`src/rtl/ni_bless_local.sv`:
```
// Local-port network interface for the bufferless BLESS router: injection FIFO with
// send/wait retransmission toward router port 4, and ejection FIFO toward the core.
module ni_bless_local #(
    parameter int DATA_WIDTH = 32,
    parameter int VLD_BIT    = 31,
    parameter int INJ_DEPTH  = 4,
    parameter int EJ_DEPTH   = 4,
    parameter int CNT_WIDTH  = 8
) (
    input  logic                  i_clk,
    input  logic                  i_n_rst,
    input  logic [DATA_WIDTH-1:0] i_core_inj_flit,
    input  logic                  i_core_inj_valid,
    output logic                  o_core_inj_ready,
    output logic [DATA_WIDTH-1:0] o_rtr_data_in,
    input  logic                  i_rtr_inj_grant,
    input  logic [DATA_WIDTH-1:0] i_rtr_data_out,
    output logic [DATA_WIDTH-1:0] o_core_ej_flit,
    output logic                  o_core_ej_valid,
    input  logic                  i_core_ej_ready,
    output logic [CNT_WIDTH-1:0]  o_retry_cnt,
    output logic [CNT_WIDTH-1:0]  o_drop_cnt,
    output logic                  o_drop_flag
);
    localparam int IA = $clog2(INJ_DEPTH);
    localparam int EA = $clog2(EJ_DEPTH);
    localparam logic [IA:0]   INJ_FULL = (IA+1)'(INJ_DEPTH);
    localparam logic [IA:0]   INJ_ONE  = (IA+1)'(1);
    localparam logic [IA-1:0] INJ_INC  = IA'(1);
    localparam logic [EA:0]   EJ_FULL  = (EA+1)'(EJ_DEPTH);
    localparam logic [EA:0]   EJ_ONE   = (EA+1)'(1);
    localparam logic [EA-1:0] EJ_INC   = EA'(1);

    localparam logic [1:0] ST_IDLE = 2'd0;
    localparam logic [1:0] ST_SEND = 2'd1;
    localparam logic [1:0] ST_WAIT = 2'd2;

    function automatic logic [CNT_WIDTH-1:0] sat_inc(input logic [CNT_WIDTH-1:0] v);
        return (&v) ? v : v + CNT_WIDTH'(1);
    endfunction

    // Injection side
    logic [DATA_WIDTH-1:0] r_inj_mem [INJ_DEPTH];
    logic [IA-1:0]         r_inj_wptr, r_inj_rptr;
    logic [IA:0]           r_inj_cnt;
    logic [1:0]            r_state;
    logic [DATA_WIDTH-1:0] r_rtr_data_in;
    logic [CNT_WIDTH-1:0]  r_retry_cnt;

    logic                  w_inj_full, w_inj_push, w_inj_pop;
    logic [1:0]            w_state_nxt;
    logic [IA-1:0]         w_tx_ptr;
    logic [DATA_WIDTH-1:0] w_tx_flit;

    assign w_inj_full       = (r_inj_cnt == INJ_FULL);
    assign o_core_inj_ready = !w_inj_full;
    assign w_inj_push       = i_core_inj_valid && !w_inj_full;
    assign w_inj_pop        = (r_state == ST_WAIT) && i_rtr_inj_grant;

    // After a grant the next flit to send is the one behind the popped head.
    always_comb begin
        w_state_nxt = r_state;
        w_tx_ptr    = r_inj_rptr;
        case (r_state)
            ST_IDLE: if (r_inj_cnt != '0) w_state_nxt = ST_SEND;
            ST_SEND: w_state_nxt = ST_WAIT;
            ST_WAIT: begin
                if (i_rtr_inj_grant) begin
                    w_tx_ptr    = r_inj_rptr + INJ_INC;
                    w_state_nxt = (r_inj_cnt > INJ_ONE) ? ST_SEND : ST_IDLE;
                end else begin
                    w_state_nxt = ST_SEND;
                end
            end
            default: w_state_nxt = ST_IDLE;
        endcase
        w_tx_flit          = r_inj_mem[w_tx_ptr];
        w_tx_flit[VLD_BIT] = 1'b1;
    end

    always_ff @(posedge i_clk) begin
        if (w_inj_push) r_inj_mem[r_inj_wptr] <= i_core_inj_flit;
    end

    always_ff @(posedge i_clk) begin
        if (!i_n_rst) begin
            r_inj_wptr    <= '0;
            r_inj_rptr    <= '0;
            r_inj_cnt     <= '0;
            r_state       <= ST_IDLE;
            r_rtr_data_in <= '0;
            r_retry_cnt   <= '0;
        end else begin
            if (w_inj_push) r_inj_wptr <= r_inj_wptr + INJ_INC;
            if (w_inj_pop)  r_inj_rptr <= r_inj_rptr + INJ_INC;
            case ({w_inj_push, w_inj_pop})
                2'b10:   r_inj_cnt <= r_inj_cnt + INJ_ONE;
                2'b01:   r_inj_cnt <= r_inj_cnt - INJ_ONE;
                default: r_inj_cnt <= r_inj_cnt;
            endcase
            r_state       <= w_state_nxt;
            r_rtr_data_in <= (w_state_nxt == ST_SEND) ? w_tx_flit : '0;
            if ((r_state == ST_WAIT) && !i_rtr_inj_grant) r_retry_cnt <= sat_inc(r_retry_cnt);
        end
    end

    assign o_rtr_data_in = r_rtr_data_in;
    assign o_retry_cnt   = r_retry_cnt;

    // Ejection side
    logic [DATA_WIDTH-1:0] r_ej_mem [EJ_DEPTH];
    logic [EA-1:0]         r_ej_wptr, r_ej_rptr;
    logic [EA:0]           r_ej_cnt;
    logic [CNT_WIDTH-1:0]  r_drop_cnt;
    logic                  r_drop_flag;
    logic                  w_ej_in, w_ej_full, w_ej_rd, w_ej_wr, w_ej_drop;

    assign w_ej_in   = i_rtr_data_out[VLD_BIT];
    assign w_ej_full = (r_ej_cnt == EJ_FULL);
    assign w_ej_rd   = o_core_ej_valid && i_core_ej_ready;
    assign w_ej_wr   = w_ej_in && (!w_ej_full || w_ej_rd);
    assign w_ej_drop = w_ej_in && w_ej_full && !w_ej_rd;

    always_ff @(posedge i_clk) begin
        if (w_ej_wr) r_ej_mem[r_ej_wptr] <= i_rtr_data_out;
    end

    always_ff @(posedge i_clk) begin
        if (!i_n_rst) begin
            r_ej_wptr   <= '0;
            r_ej_rptr   <= '0;
            r_ej_cnt    <= '0;
            r_drop_cnt  <= '0;
            r_drop_flag <= 1'b0;
        end else begin
            if (w_ej_wr) r_ej_wptr <= r_ej_wptr + EJ_INC;
            if (w_ej_rd) r_ej_rptr <= r_ej_rptr + EJ_INC;
            case ({w_ej_wr, w_ej_rd})
                2'b10:   r_ej_cnt <= r_ej_cnt + EJ_ONE;
                2'b01:   r_ej_cnt <= r_ej_cnt - EJ_ONE;
                default: r_ej_cnt <= r_ej_cnt;
            endcase
            if (w_ej_drop) begin
                r_drop_cnt  <= sat_inc(r_drop_cnt);
                r_drop_flag <= 1'b1;
            end
        end
    end

    assign o_core_ej_valid = (r_ej_cnt != '0);
    assign o_core_ej_flit  = o_core_ej_valid ? r_ej_mem[r_ej_rptr] : '0;
    assign o_drop_cnt      = r_drop_cnt;
    assign o_drop_flag     = r_drop_flag;
endmodule
```
`config.mk`:
```
export PLATFORM = sky130hd
export DESIGN_NAME = ni_bless_local
export DESIGN_NICKNAME = d
export VERILOG_FILES = /design/src/rtl/ni_bless_local.sv
export SDC_FILE = /design/constraint.sdc
export NUM_CORES = 1
export LEC_CHECK = 0
export BUFFER_PORTS_ARGS = -buffer_cell sky130_fd_sc_hd__buf_2
export CAP_MARGIN = 10
export CORE_MARGIN = 2
export CORE_UTILIZATION = 25
export CTS_CLUSTER_SIZE = 24
export DETAILED_ROUTE_END_ITERATION = 6
export GPL_ROUTABILITY_DRIVEN = 0
export PLACE_DENSITY = 0.4
export SLEW_MARGIN = 20
export SYNTH_ARGS = -nofsm -noshare
export SYNTH_HDL_FRONTEND = slang
export SYNTH_SLANG_ARGS = --single-unit
```
`constraint.sdc`:
```
create_clock -name i_clk -period 2.9 [get_ports i_clk]
set_clock_uncertainty 0.1 [all_clocks]
set_input_delay 0 -clock i_clk [delete_from_list [all_inputs] [get_ports i_clk]]
set_output_delay 0 -clock i_clk [all_outputs]
set_load 0.02 [all_outputs]
```
### Yosys cells after proc, flatten, opt, wreduce, memory -nomap -nowiden

Memory sizes are Yosys's and may differ from the RTL's. A register that Yosys moved wholly into a read port is not among the register bits.
Index checks and enable logic that the tools add are counted.

* magnitude comparators: 1
* bitwise gates (word level): 2
* reduce and logical (&&, ||, !) cells: 22
* add/subtract/negate cells: 10
* eq/ne operators: 9
* mux-type cells: 16

Operators with widths (number)
* $mux 32: 2
* $add 8x1->8 const B: 2
* $reduce_and 8->1: 2
* $pmux 3 s2: 2
* $mux 2: 5
* $add 2x1->2 const B: 4
* $eq 2x1->1 const B: 4
* $logic_and 1x1->1: 7
* $add 3x1->3 const B: 2
* $eq 2x2->1 const B: 3
* $eq 3x3->1 const B: 2
* $mux 1: 6
* $pmux 2 s3: 1
* $reduce_and 2->1: 3
* $reduce_bool 3->1: 2
* $sub 3x1->3 const B: 2
* $logic_not 1->1: 4
* $reduce_bool 2->1: 2
* $gt 3x1->1 const B: 1
* $logic_not 2->1: 1
* $not 1->1: 2
* $logic_or 1x1->1: 1

* bits of input ports: 69
* output and inout bits: 83
* flip-flop bits (word level): 65
* memories: 2
* memory bits (writable): 256
* logic and storage cells: 74

Memory list
* r_ej_mem: depth 4, width 32, rd ports 1, clocked after memory_dff 1, write ports 1, line 111 `logic [DATA_WIDTH-1:0] r_ej_mem [EJ_DEPTH];`
* r_inj_mem: depth 4, width 32, rd ports 1, clocked after memory_dff 0, write ports 1, line 43 `logic [DATA_WIDTH-1:0] r_inj_mem [INJ_DEPTH];`

### Depth between registers and ports, before layout

Gate-level depths: netlist (run 1).

* depth after elaboration: 6
* mapped depth: 10
* mapped depth without buffers: 9

### Worst setup path after synthesis (run 1)

OpenSTA, ideal clock, no wires.

* path kind: reg-to-reg
* from: reg r_ej_cnt[0]
* to: reg r_ej_cnt[2]
* path buffers: 1
* library setup time: 0.070 ns
* cell stages (with the launch flop): 11
* data arrival time: 2.397 ns
* clock period less this slack: 2.567 ns
* setup slack: 0.333 ns
* required time: 2.730 ns
* cell sequence: dfxtp_1 -> nor4b_4 -> and2b_1 -> clkbuf_1 -> inv_1 -> ha_1 -> inv_1 -> fa_1 -> xor2_1 -> or3_1 -> a21oi_1

* longest elaborated chain between the ends: 6
* elaborated cells on any way between the ends: 12
* classes of those cells: add/sub: 2; eq/ne: 3; mux: 1; reduce/logical: 6

RTL lines
* from (decl): line 113 `logic [EA:0] r_ej_cnt;`
* from (signal assigned): line 139 `2'b10: r_ej_cnt <= r_ej_cnt + EJ_ONE;`
* from (signal assigned): line 140 `2'b01: r_ej_cnt <= r_ej_cnt - EJ_ONE;`
* from (signal assigned): line 141 `default: r_ej_cnt <= r_ej_cnt;`
* $eq 3x3->1 / $reduce_bool 3->1 (equally long branches): line 119, 150
* $logic_not 1->1 / $logic_and 1x1->1 (equally long branches): line 121, 120
* $logic_or 1x1->1: line 121 `assign w_ej_wr = w_ej_in && (!w_ej_full || w_ej_rd);`
* $logic_and 1x1->1: line 121
* $eq 2x1->1 / $eq 2x2->1 (equally long branches): line 138 `case ({w_ej_wr, w_ej_rd})`
* $pmux 3 s2 / $reduce_bool 2->1 (equally long branches)

Several ways; a longest one is shown, not always the timed one.
A chain may end at the register's enable or synchronous reset.

### Final worst setup path (run 1)

Same ends and word-level chain as after synthesis.

==> impl_summary.log, run 1 <==
[metrics] Syn Area/Cell: 18.1 µm²
[metrics] root cell of the clock tree: clkbuf_16
[metrics] # nets final: 996
[metrics] Seq/Total Area, Yosys: 74.7%
[metrics] critical path's largest stage delay: 380 ps
[metrics] transition time at the pin with the least slew margin: 548 ps
[metrics] startpoint type of the worst setup path: register
[metrics] launch point of the worst reg-to-reg path: r_ej_cnt[0]
[metrics] post-synth cell types: 47
[metrics] aggregate routed wire length: 26.0 mm
[metrics] critical path cell sequence: nor4b_4, and2b_1, inv_1, ha_1, inv_1, fa_1, xor2_1, or3_1, a21oi_1
[metrics] count of port buffers added during placement: 150
[metrics] Diodes inserted: 0
[metrics] sum of buffers and inverters on the critical path: 2
[metrics] die height: 222 µm
[metrics] syn_nets: 746
[metrics] most common flop cell mapped by yosys: edfxtp_1
[metrics] synth-to-layout area growth: 29.1%
[metrics] maximum clock insertion buffer count: 3
[metrics] number of slew-limit violations in the final report: 0
[metrics] total DRC errors in the routed layout: 0
[metrics] setup repair after global routing missed its margin: no
[metrics] starting utilization of the core area: 25.1%
[metrics] routed len/inst: 16.7 µm
[metrics] summed negative setup slack over all endpoints: 0 ps
[metrics] total setup violations reported at the end of the flow: 0
[metrics] Ys Warns: 0
[metrics] count of pins on the block boundary: 152
[metrics] cell count of the worst hold path: 2
[metrics] run status: finished clean
[metrics] via count of the first global-routing pass: 6777
[metrics] total clock buffers created by CTS: 38
[metrics] number of maximum-capacitance violations: 0
[metrics] layout cell share with drive strength beyond 1: 28.0%
[metrics] global router's overall resource usage: 10.5%
[metrics] Antenna Violating Nets Remaining: 0
[metrics] cell with the biggest individual delay on the critical path: fa_1
[metrics] Data arrival, critical path: 2760 ps
[metrics] Post-synth EDFFs: 252
[metrics] via total after detailed routing: 6447
[metrics] reg-to-reg slack, setup: 500 ps
[metrics] cells on worst reg2reg path: 9
[metrics] DR pass1 iterations: 4
[metrics] share of async-settable or async-resettable flops after synthesis: 0%
[metrics] hold worst-path end: r_inj_mem[1][22]
[metrics] routed via count divided by cell count: 4.15
[metrics] DP Wirelength: 14.6 mm
[metrics] VDD IR max: 495 µV
[metrics] relative max-transition margin: 63.5%
[metrics] required time at the worst-slack endpoint: 3260 ps
[metrics] clock slew seen by the registers of the worst setup and hold paths: 60 ps
[metrics] delay-heaviest family, CP: simple AND/OR/NAND/NOR gates
[metrics] minimum clock period: 2400 ps
[metrics] CTS H-tree depth: 2
[metrics] cell area after synthesis: 11900 µm²
[metrics] capture instance of the worst register-to-register path: r_ej_cnt[2]
[metrics] final hold violation count: 0
[metrics] Leakage: 5.86 nW
[metrics] gate count of the mapped netlist: 660
[metrics] HP Class: primary input to register
[metrics] antenna violations before repair: 0
[metrics] width of the die: 222 µm
[metrics] core area: 47400 µm²
[metrics] first-pass GRT wire length: 40.1 mm
[metrics] CTS tree: yes
[metrics] total power divided by cell area: 797 nW/µm²
[metrics] critical hold path startpoint: i_core_inj_flit[22]
[metrics] Std-Cell Rows: 80
[metrics] overall overflow remaining after global route: 0
[metrics] maximum fanout encountered on the critical timing path: 7
[metrics] total design power: 12.3 mW
[metrics] period utilization: 82.7%
[metrics] number of clock sinks seen by CTS: 319
[metrics] type of the worst setup path: register to register
[metrics] violation count after the first detailed-route iteration: 241
[metrics] most common cell type on the critical path: inv_1
[metrics] number of synthesized register bits: 319
[metrics] clock latency at the later pin of the worst-skew pair: 530 ps
[metrics] post-CTS setup buffers: 0
[metrics] pin count of the biggest net entering global routing: 64
[metrics] Max Fclk: 417 MHz
[metrics] endpoint class of the critical path: register
[metrics] full die area: 49400 µm²
## cells in the mapped netlist, types with 3 or more instances
library cell,n,area share [%]
or4_1,4,0.25
xnor2_1,3,0.22
nand2_1,7,0.22
nand3_1,6,0.25
nand4_1,3,0.16
mux2i_1,66,5.5
clkbuf_1,13,0.41
xor2_1,11,0.81
inv_1,16,0.50
nor2_1,25,0.79
dfxtp_1,67,11
or3_1,3,0.16
edfxtp_1,252,63
o31ai_1,4,0.25
o22ai_1,31,1.6
ha_1,16,1.7
mux4_2,32,6.0
buf_4,4,0.25
a21oi_1,9,0.38
o21ai_0,7,0.29
and2_1,41,2.2
buf_2,6,0.25
a211oi_1,3,0.19
## logic make-up after synthesis
group	after synthesis	synth area share (%)
buffers and inverters	43	1.61
xor gates and xnor gates	15	1.26
and+or+nand+nor	102	5.09
DFF	319	74.7
muxes	98	11.6
AOI/OAI and AO/OA	66	3.87
adders and majority gates	17	1.85
## layer usage
metal	part of all wire [%]	vias to the layer above	track usage, %
li1	-	3060	-
met1	46	3187	13.3
met2	46	161	16.8
met3	6.3	39	3.44
met4	2.1	0	3.75
met5	0	-	0
## stage by stage
step	std cells	setup slack [ps]	hold WS [ps]	instance area, µm²	util (%)
after detailed placement	1416	493	120	13500	28.5
after global placement	1416	496	119	13500	28.5
after floorplan	660	333	-1.13	11900	-
after CTS	1555	472	71.6	15400	32.4
after global routing	1555	307	98.2	15400	32.4
final	1555	503	114	15400	32.4
## placed cells by master (no fill, tap or decap), types with 2 or more instances in the layout
master / Yosys / layout
inv_1: 16 / 16
or4_1: 4 / 4
clkinv_2: 0 / 8
buf_4: 4 / 13
clkinv_1: 0 / 7
nor2_1: 25 / 25
a211oi_1: 3 / 3
nand4_1: 3 / 3
or3_1: 3 / 3
dlygate4sd3_1: 0 / 69
clkinvlp_4: 0 / 2
o21ai_0: 7 / 7
o311a_1: 2 / 2
o211ai_1: 2 / 2
and2_1: 41 / 41
buf_2: 6 / 150
edfxtp_1: 252 / 252
buf_12: 0 / 5
a21oi_1: 9 / 9
mux2i_1: 66 / 66
clkbuf_16: 0 / 41
nor3b_1: 2 / 2
nand3_1: 6 / 6
ha_1: 16 / 16
o31ai_1: 4 / 4
xor2_1: 11 / 11
nand2_1: 7 / 7
mux4_2: 32 / 32
o21bai_1: 2 / 2
dfxtp_1: 67 / 66
clkbuf_1: 13 / 9
nand2b_1: 2 / 2
xnor2_1: 3 / 3
o22ai_1: 31 / 31
## worst max path at each step
stage	from	slack, ps	depth (start not counted)	to
floorplan	r_ej_cnt[0]	330	10	r_ej_cnt[2]
global placement	r_ej_cnt[0]	500	9	r_ej_cnt[2]
detailed placement	r_ej_cnt[0]	490	9	r_ej_cnt[2]
CTS	r_ej_cnt[0]	470	9	r_ej_cnt[2]
global route	r_ej_cnt[0]	310	9	r_ej_cnt[2]
finish	r_ej_cnt[0]	500	9	r_ej_cnt[2]
## area by class of cell
type	count	area, µm²
Fill cell	4698	32100
Sequential cell	319	8910
Multi-Input combinational cell	298	2820
Timing Repair Buffer	237	1640
Clock buffer	51	1070
Tap cell	615	769
Clock inverter	19	120
Inverter	16	60.1
## what timing repair did
item | CTS | global route
hold endpoints to repair | 277 | 0
resized for setup | 0 | 0
endpoints found under the setup margin | 0 | 0
hold buffers | 69 | 0
## flip-flops by register name, summed over array words and instances, names as in the netlist, named ones only
register and cells:
r_ej_wptr 2, r_ej_rptr 2, r_state 2, r_inj_cnt 3
r_inj_mem 124, r_inj_wptr 2, o_rtr_data_in 32, r_ej_mem 128
r_inj_rptr 2, o_drop_flag 1, o_retry_cnt 8, o_drop_cnt 8
r_ej_cnt 3
## power breakdown
| part | internal (mW) | total [mW] | switching [mW] |
|---|---|---|---|
| Sequential | 5.29 | 5.41 | 0.114 |
| Clock | 2.69 | 4.52 | 1.83 |
| Combinational | 0.955 | 2.34 | 1.38 |
Power figures use the tool's default switching activity.
==> run 2: changes to the inputs <==
clock period = 2.3 ns   (was 2.9 ns; I/O delays follow)
==> run 2 against run 1 <==
  * Via count rose by 1.5%
  * Worst setup slack got worse by 430 ps
  * Clock power rose by 32%
  * Fmax rose by 7.8%
  * Highest routed layer unchanged
  * Critical endpoint is now o_drop_cnt[7]
  * Core utilization rose by 0.70 points
  * Design area rose by 2.2%
  * First-iteration DRC count fell by 5.0%
  * Sequential power rose by 27%
  * Wire length rose by 3.0%
  * Power rose by 30%
==> impl_summary.log, run 2 (same netlist as run 1, synthesis figures left out) <==
[metrics] number of clock sinks seen by CTS: 319 (unchanged)
[metrics] run status: finished clean
[metrics] clock slew seen by the registers of the worst setup and hold paths: 60 ps (about the same)
[metrics] Reg power frac: 43.1% (-1.0 points)
[metrics] total DRC errors in the routed layout: 0 (unchanged)
[metrics] Std-Cell Rows: 80 (unchanged)
[metrics] total clock buffers created by CTS: 40 (+5.3%)
[metrics] pin count of the biggest net entering global routing: 35 (-45%)
[metrics] hold worst-path end: r_inj_mem[0][24]
[metrics] total setup violations reported at the end of the flow: 0 (unchanged)
[metrics] layout cell share with drive strength beyond 1: 30.0% (+2.1 points)
[metrics] count of port buffers added during placement: 150 (unchanged)
[metrics] max FFs per register: 128 (unchanged)
[metrics] Data arrival, critical path: 2580 ps (-180 ps)
[metrics] period utilization: 96.7% (+14 points)
[metrics] minimum clock period: 2220 ps (-174 ps)
[metrics] maximum clock insertion buffer count: 3 (unchanged)
[metrics] via total after detailed routing: 6542 (+1.5%)
[metrics] antenna violations before repair: 2 (+2)
[metrics] overall overflow remaining after global route: 0 (unchanged)
[metrics] DR pass1 iterations: 4 (unchanged)
[metrics] transition time at the pin with the least slew margin: 395 ps (-153 ps)
[metrics] final hold violation count: 0 (unchanged)
[metrics] Leakage: 5.98 nW (+2.1%)
[metrics] global router's overall resource usage: 10.9% (+0.44 points)
[metrics] met2 Usage GRT: 17.2% (+0.39 points)
[metrics] DP Wirelength: 15.2 mm (+3.8%)
[metrics] # nets final: 1008 (+1.2%)
[metrics] violation count after the first detailed-route iteration: 229 (-5.0%)
[metrics] register bank with the most flops: r_ej_mem
[metrics] utilization after layout: 33.1% (+0.70 points)
[metrics] root cell of the clock tree: clkbuf_16
[metrics] count of pins on the block boundary: 152 (unchanged)
[metrics] HP Class: primary input to register
[metrics] launch point of the worst reg-to-reg path: r_ej_cnt[1]
[metrics] type of the worst setup path: register to register
[metrics] met1 global-route usage: 14.3% (+0.93 points)
[metrics] clock network power share: 37.4% (+0.6 points)
[metrics] width of the die: 222 µm (unchanged)
[metrics] via count of the first global-routing pass: 6760 (-0.25%)
[metrics] Antenna Violating Nets Remaining: 0 (unchanged)
[metrics] maximum fanout encountered on the critical timing path: 5 (-2)
[metrics] internal cell power: 11.6 mW (+30%)
[metrics] total power divided by cell area: 1010 nW/µm² (+27%)
[metrics] endpoint class of the critical path: register
[metrics] starting utilization of the core area: 25.1% (unchanged)
[metrics] critical hold path startpoint: i_core_inj_flit[24]
[metrics] required time at the worst-slack endpoint: 2660 ps (-600 ps)
[metrics] core area: 47400 µm² (unchanged)
[metrics] first-pass GRT wire length: 41.4 mm (+3.2%)
[metrics] relative max-transition margin: 73.0% (+9.5 points)
[metrics] number of maximum-capacitance violations: 0 (unchanged)
[metrics] cell count of the worst hold path: 2 (unchanged)
[metrics] CTS H-tree depth: 2 (unchanged)
[metrics] layer with the highest usage after global routing: met2
[metrics] cells on worst reg2reg path: 6 (-3)
[metrics] aggregate routed wire length: 26.8 mm (+3.0%)
[metrics] reg-to-reg slack, setup: 80 ps (-430 ps)
[metrics] combinational fraction of design power: 19.5% (+0.4 points)
[metrics] number of slew-limit violations in the final report: 0 (unchanged)
[metrics] switching power share of the total: 27.1% (-0.069 points)
[metrics] synth-to-layout area growth: 31.9%
[metrics] Net Sw Power: 4.31 mW (+30%)
[metrics] routed len/inst: 17.0 µm (+2.1%)
[metrics] startpoint type of the worst setup path: register
[metrics] CTS tree: yes
[metrics] setup repair after global routing missed its margin: yes
[metrics] routed via count divided by cell count: 4.17 (+0.57%)
[metrics] M3 GR Usage: 3.27% (-0.17 points)
[metrics] Max Fclk: 450 MHz (+7.8%)
[metrics] leading cell type in the layout, fill and taps excluded: edfxtp_1
[metrics] clock latency at the later pin of the worst-skew pair: 550 ps (+20 ps)
[metrics] full die area: 49400 µm² (unchanged)
[metrics] die height: 222 µm (unchanged)
[metrics] VDD IR max: 445 µV (-10%)
[metrics] Post-Route Hold Slack: 98.9 ps (-15.2 ps)
[metrics] commonest cells after routing, fill and taps aside: edfxtp_1, buf_2, dlygate4sd3_1, mux2i_1, dfxtp_1
[metrics] capture instance of the worst register-to-register path: o_drop_cnt[7]
run 2: changes by cell type in the layout (fill, tap and decap cells not counted), moves of 4 or more:
cell and change:
and2_1 -4, and2_2 +4, buf_12 +10, clkbuf_8 +4
clkinv_2 -6
run 2: worst max-delay path by stage:
stage	end	depth (start not counted)	startpoint	slack (ps)
2_1_floorplan	r_ej_cnt[2]	10	r_ej_cnt[1]	-120
4_1_cts	o_core_ej_flit[14]	4	register	40
3_5_place_dp	r_ej_cnt[2]	9	r_ej_cnt[1]	140
5_1_grt	o_drop_cnt[7]	6	r_ej_cnt[1]	-30
6_report	o_drop_cnt[7]	6	r_ej_cnt[1]	80
3_3_place_gp	r_ej_cnt[2]	9	r_ej_cnt[1]	140
run 2: layout make-up:
type | count | area, µm²
diodes | 2 | 5.00
clock buffers | 57 | 1110
clock inverters | 15 | 150
fillers | 4662 | 31700
inverters | 16 | 62.6
multi-input cells | 298 | 2850
flip-flops and latches | 319 | 8910
well taps | 615 | 769
repair buffers | 247 | 1860
run 2: stage by stage:
stage / setup slack, ps / instance area, µm² / power (mW) / setup TNS, ps / cells
after floorplan: -118 / 12000 / 8.87 / -118 / 660
after global placement: 141 / 13700 / 10.0 / 0 / 1425
after detailed placement: 136 / 13700 / 10.0 / 0 / 1425
after CTS: 39.7 / 15700 / 16.3 / 0 / 1567
after global routing: -29.3 / 15700 / 16.7 / -37.4 / 1569
final: 76.4 / 15700 / 15.9 / 0 / 1569
run 2: per-layer routing:
metal / vias up / part of all wire (%)
li1: 3107 / -
met3: 45 / 6.0
met4: 0 / 2.6
met1: 3237 / 46
met2: 153 / 46
met5: - / 0
run 2: power by group through the flow:
stage               logic [mW]  registers (mW)  clock network, mW
detailed placement        3.05            6.97                  0
floorplan                 1.86            7.01                  0
finish                    3.11            6.86               5.96
global route              3.41            6.91               6.41
global placement          3.05            6.97                  0
CTS                       3.21            6.87               6.19
run 2: worst max-delay path, stage by stage, from the launching register on:
cell,delay [ps]
dfxtp_2,340
nor4b_4,260
buf_4,210
nand3_4,70
dlygate4sd3_1,620
or4_1,410
a21oi_1,140
run 2: timing repair:
item / in CTS / in global routing
buffers inserted: 0 / 0
endpoints found under the setup margin: 25 / 3
endpoints found under the hold margin: 279 / 0
hold buffers: 69 / 0
gates resized for setup: 2 / 3
pin swaps: 0 / 0
gates cloned: 1 / 0
==> run 3: changes to the inputs <==
--- a/config.mk
+++ b/config.mk
@@ -10,5 +10,5 @@
 export CORE_MARGIN = 2
 export CORE_UTILIZATION = 25
-export CTS_CLUSTER_SIZE = 24
+export CTS_BUF_LIST = sky130_fd_sc_hd__clkbuf_4 sky130_fd_sc_hd__clkbuf_8
 export DETAILED_ROUTE_END_ITERATION = 6
 export GPL_ROUTABILITY_DRIVEN = 0
==> constraint.sdc (replaced) <==
create_clock -name i_clk -period 2.3 [get_ports i_clk]
set_clock_uncertainty 0.1 [all_clocks]
set_input_delay 0.46 -clock i_clk [delete_from_list [all_inputs] [get_ports i_clk]]
set_output_delay 0.46 -clock i_clk [all_outputs]
set_load 0.02 [all_outputs]
==> run 3 against run 2 <==
  * Clock-buffer cell count rose by 29
  * Critical endpoint is now o_core_ej_flit[16]
  * Sequential power barely moved
  * First-iteration DRC count shrank 13%
  * The run now ends with setup timing left
  * Critical path type is now register to output pin
  * Via count is 1.6% higher
  * Non-clock buffer count grew 10
  * Combinational power is 22% higher
==> impl_summary.log, run 3 (same netlist as run 1, synthesis figures left out) <==
[metrics] run status: complete, but fails checks
[metrics] failing checks: setup timing
[metrics] minimum clock period: 2640 ps (+419 ps)
[metrics] Diodes inserted: 0 (-2)
[metrics] total power divided by cell area: 1020 nW/µm² (+0.37%)
[metrics] violation count after the first detailed-route iteration: 199 (-13%)
[metrics] Data arrival, critical path: 2080 ps (-500 ps)
[metrics] global router's overall resource usage: 10.9% (-0.026 points)
[metrics] layout cell share with drive strength beyond 1: 35.4% (+5.4 points)
[metrics] number of slew-limit violations in the final report: 0 (unchanged)
[metrics] first-pass GRT wire length: 41.6 mm (+0.40%)
[metrics] # nets final: 1036 (+2.8%)
[metrics] routed len/inst: 16.6 µm (-2.8%)
[metrics] Std-Cell Rows: 80 (unchanged)
[metrics] pin count of the biggest net entering global routing: 33 (-5.7%)
[metrics] die height: 222 µm (unchanged)
[metrics] worst setup slack after layout: -342 ps (-419 ps)
[metrics] full die area: 49400 µm² (unchanged)
[metrics] Layout fillers: 4630 (-0.69%)
[metrics] VDD IR max: 465 µV (+4.6%)
[metrics] root cell of the clock tree: clkbuf_8
[metrics] required time at the worst-slack endpoint: 1740 ps (-920 ps)
[metrics] register bank with the most flops: r_ej_mem
[metrics] aggregate routed wire length: 26.7 mm (-0.12%)
[metrics] total clock buffers created by CTS: 58 (+45%)
[metrics] type of the worst setup path: register to output pin
[metrics] via count of the first global-routing pass: 7130 (+5.5%)
[metrics] count of port buffers added during placement: 150 (unchanged)
[metrics] Antenna Violating Nets Remaining: 0 (unchanged)
[metrics] maximum clock insertion buffer count: 3 (unchanged)
[metrics] CTS tree: yes
[metrics] antenna violations before repair: 0 (-2)
[metrics] total setup violations reported at the end of the flow: 33 (+33)
[metrics] launch point of the worst reg-to-reg path: r_ej_cnt[0]
[metrics] maximum fanout encountered on the critical timing path: 9 (+4)
[metrics] startpoint type of the worst setup path: register
[metrics] total DRC errors in the routed layout: 0 (unchanged)
[metrics] overall overflow remaining after global route: 0 (unchanged)
[metrics] transition time at the pin with the least slew margin: 417 ps (+21.9 ps)
[metrics] synth-to-layout area growth: 33.5%
[metrics] Max Fclk: 378 MHz (-16%)
[metrics] starting utilization of the core area: 25.1% (unchanged)
[metrics] HP Class: primary input to register
[metrics] setup repair after global routing missed its margin: yes
[metrics] leading cell type in the layout, fill and taps excluded: edfxtp_1
[metrics] critical hold path startpoint: i_rtr_data_out[31]
[metrics] cell area after placement: 13800 µm² (+0.57%)
[metrics] DP Wirelength: 15.3 mm (+0.77%)
[metrics] worst slack at placement: -106 ps (-242 ps)
[metrics] max FFs per register: 128 (unchanged)
[metrics] commonest cells after routing, fill and taps aside: edfxtp_1, buf_2, mux2i_1, clkbuf_8
[metrics] Post-Route Hold Slack: 147 ps (+48.6 ps)
[metrics] cells on worst reg2reg path: 10 (+4)
[metrics] period utilization: 115% (+18 points)
[metrics] CTS H-tree depth: 2 (unchanged)
[metrics] clock slew seen by the registers of the worst setup and hold paths: 60 ps (about the same)
[metrics] width of the die: 222 µm (unchanged)
[metrics] hold worst-path end: r_ej_mem[1][31]
[metrics] number of maximum-capacitance violations: 0 (unchanged)
[metrics] cell count of the worst hold path: 2 (unchanged)
[metrics] routed via count divided by cell count: 4.12 (-1.1%)
[metrics] number of clock sinks seen by CTS: 319 (unchanged)
[metrics] final hold violation count: 0 (unchanged)
[metrics] endpoint class of the critical path: output pin
[metrics] clock latency at the later pin of the worst-skew pair: 620 ps (+70 ps)
[metrics] DR pass1 iterations: 4 (unchanged)
[metrics] relative max-transition margin: 71.5% (-1.5 points)
[metrics] core area: 47400 µm² (unchanged)
[metrics] via total after detailed routing: 6647 (+1.6%)
[metrics] Leakage: 6.13 nW (+2.4%)
[metrics] reg-to-reg slack, setup: 0 ps (-80 ps)
[metrics] cell area after layout: 15900 µm² (+1.2%)
[metrics] capture instance of the worst register-to-register path: r_ej_cnt[2]
[metrics] count of pins on the block boundary: 152 (unchanged)
-- run 3: cell types whose count changed in the layout (fill, tap and decap cells not counted), moves of 5 or more --
cell / before / now
clkbuf_4: 0 / 22
buf_2: 150 / 141
clkbuf_8: 5 / 64
and2_4: 0 / 8
clkinv_1: 4 / 10
buf_12: 15 / 20
and2_1: 37 / 29
buf_4: 12 / 20
buf_6: 0 / 10
clkbuf_1: 12 / 0
dlygate4sd3_1: 69 / 63
clkbuf_16: 40 / 0
-- run 3: layout make-up --
| class | instances | area [µm²] | area share [%] |
|---|---|---|---|
| tap | 615 | 769 | 4.84 |
| multi-input combinational | 298 | 2870 | 18.0 |
| clock inverter | 21 | 176 | 1.11 |
| inverter | 16 | 62.6 | 0.393 |
| clock buffer | 86 | 1050 | 6.57 |
| sequential | 319 | 8920 | 56.1 |
| timing repair buffer | 257 | 2070 | 13.0 |
-- run 3: how the worst max path moves through the flow --
stage / to / slack [ps]
2_1_floorplan: r_ej_cnt[2] / -250
3_3_place_gp: r_ej_cnt[2] / -130
3_5_place_dp: r_ej_cnt[2] / -110
4_1_cts: o_core_ej_flit[18] / -430
5_1_grt: o_core_ej_flit[7] / -460
6_report: o_core_ej_flit[16] / -340
-- run 3: through the flow --
stage	TNS, ps	instances	utilization (%)	power, mW
floorplan	-359	660	-	8.87
global placement	-128	1434	29.1	10.1
detailed placement	-106	1434	29.1	10.1
CTS	-13120	1611	33.4	16.4
global route	-13630	1612	33.5	17.0
finish	-9580	1612	33.5	16.2
-- run 3: worst max-delay path, cell delays in order, from the launching register on --
cell and delay [ps]:
dfxtp_4 430, buf_12 170, mux4_2 500, and2_1 190, buf_2 160
-- run 3: report_power, final --
part	leakage (nW)	internal, mW	switching, mW
logic	2.62	1.86	1.93
clock network	0.644	3.23	2.31
registers	2.86	6.69	0.167
total	6.13	11.8	4.40
-- run 3: timing repair --
| action | CTS | global route |
|---|---|---|
| endpoints found under the hold margin | 250 | 0 |
| setup buffers | 5 | 1 |
| hold buffers | 63 | 0 |
| endpoints found under the setup margin | 33 | 35 |
| gates cloned | 2 | 0 |
| gates resized for setup | 27 | 18 |
| pin swaps | 4 | 2 |
-- run 3: routing by layer --
| layer | GRT usage (%) | vias to the layer above | wire length, µm |
|---|---|---|---|
| li1 | - | 3158 | - |
| met1 | 13.9 | 3265 | 12100 |
| met2 | 17.6 | 169 | 12500 |
| met3 | 3.17 | 55 | 1530 |
| met4 | 4.31 | 0 | 661 |
| met5 | 0 | - | 0 |
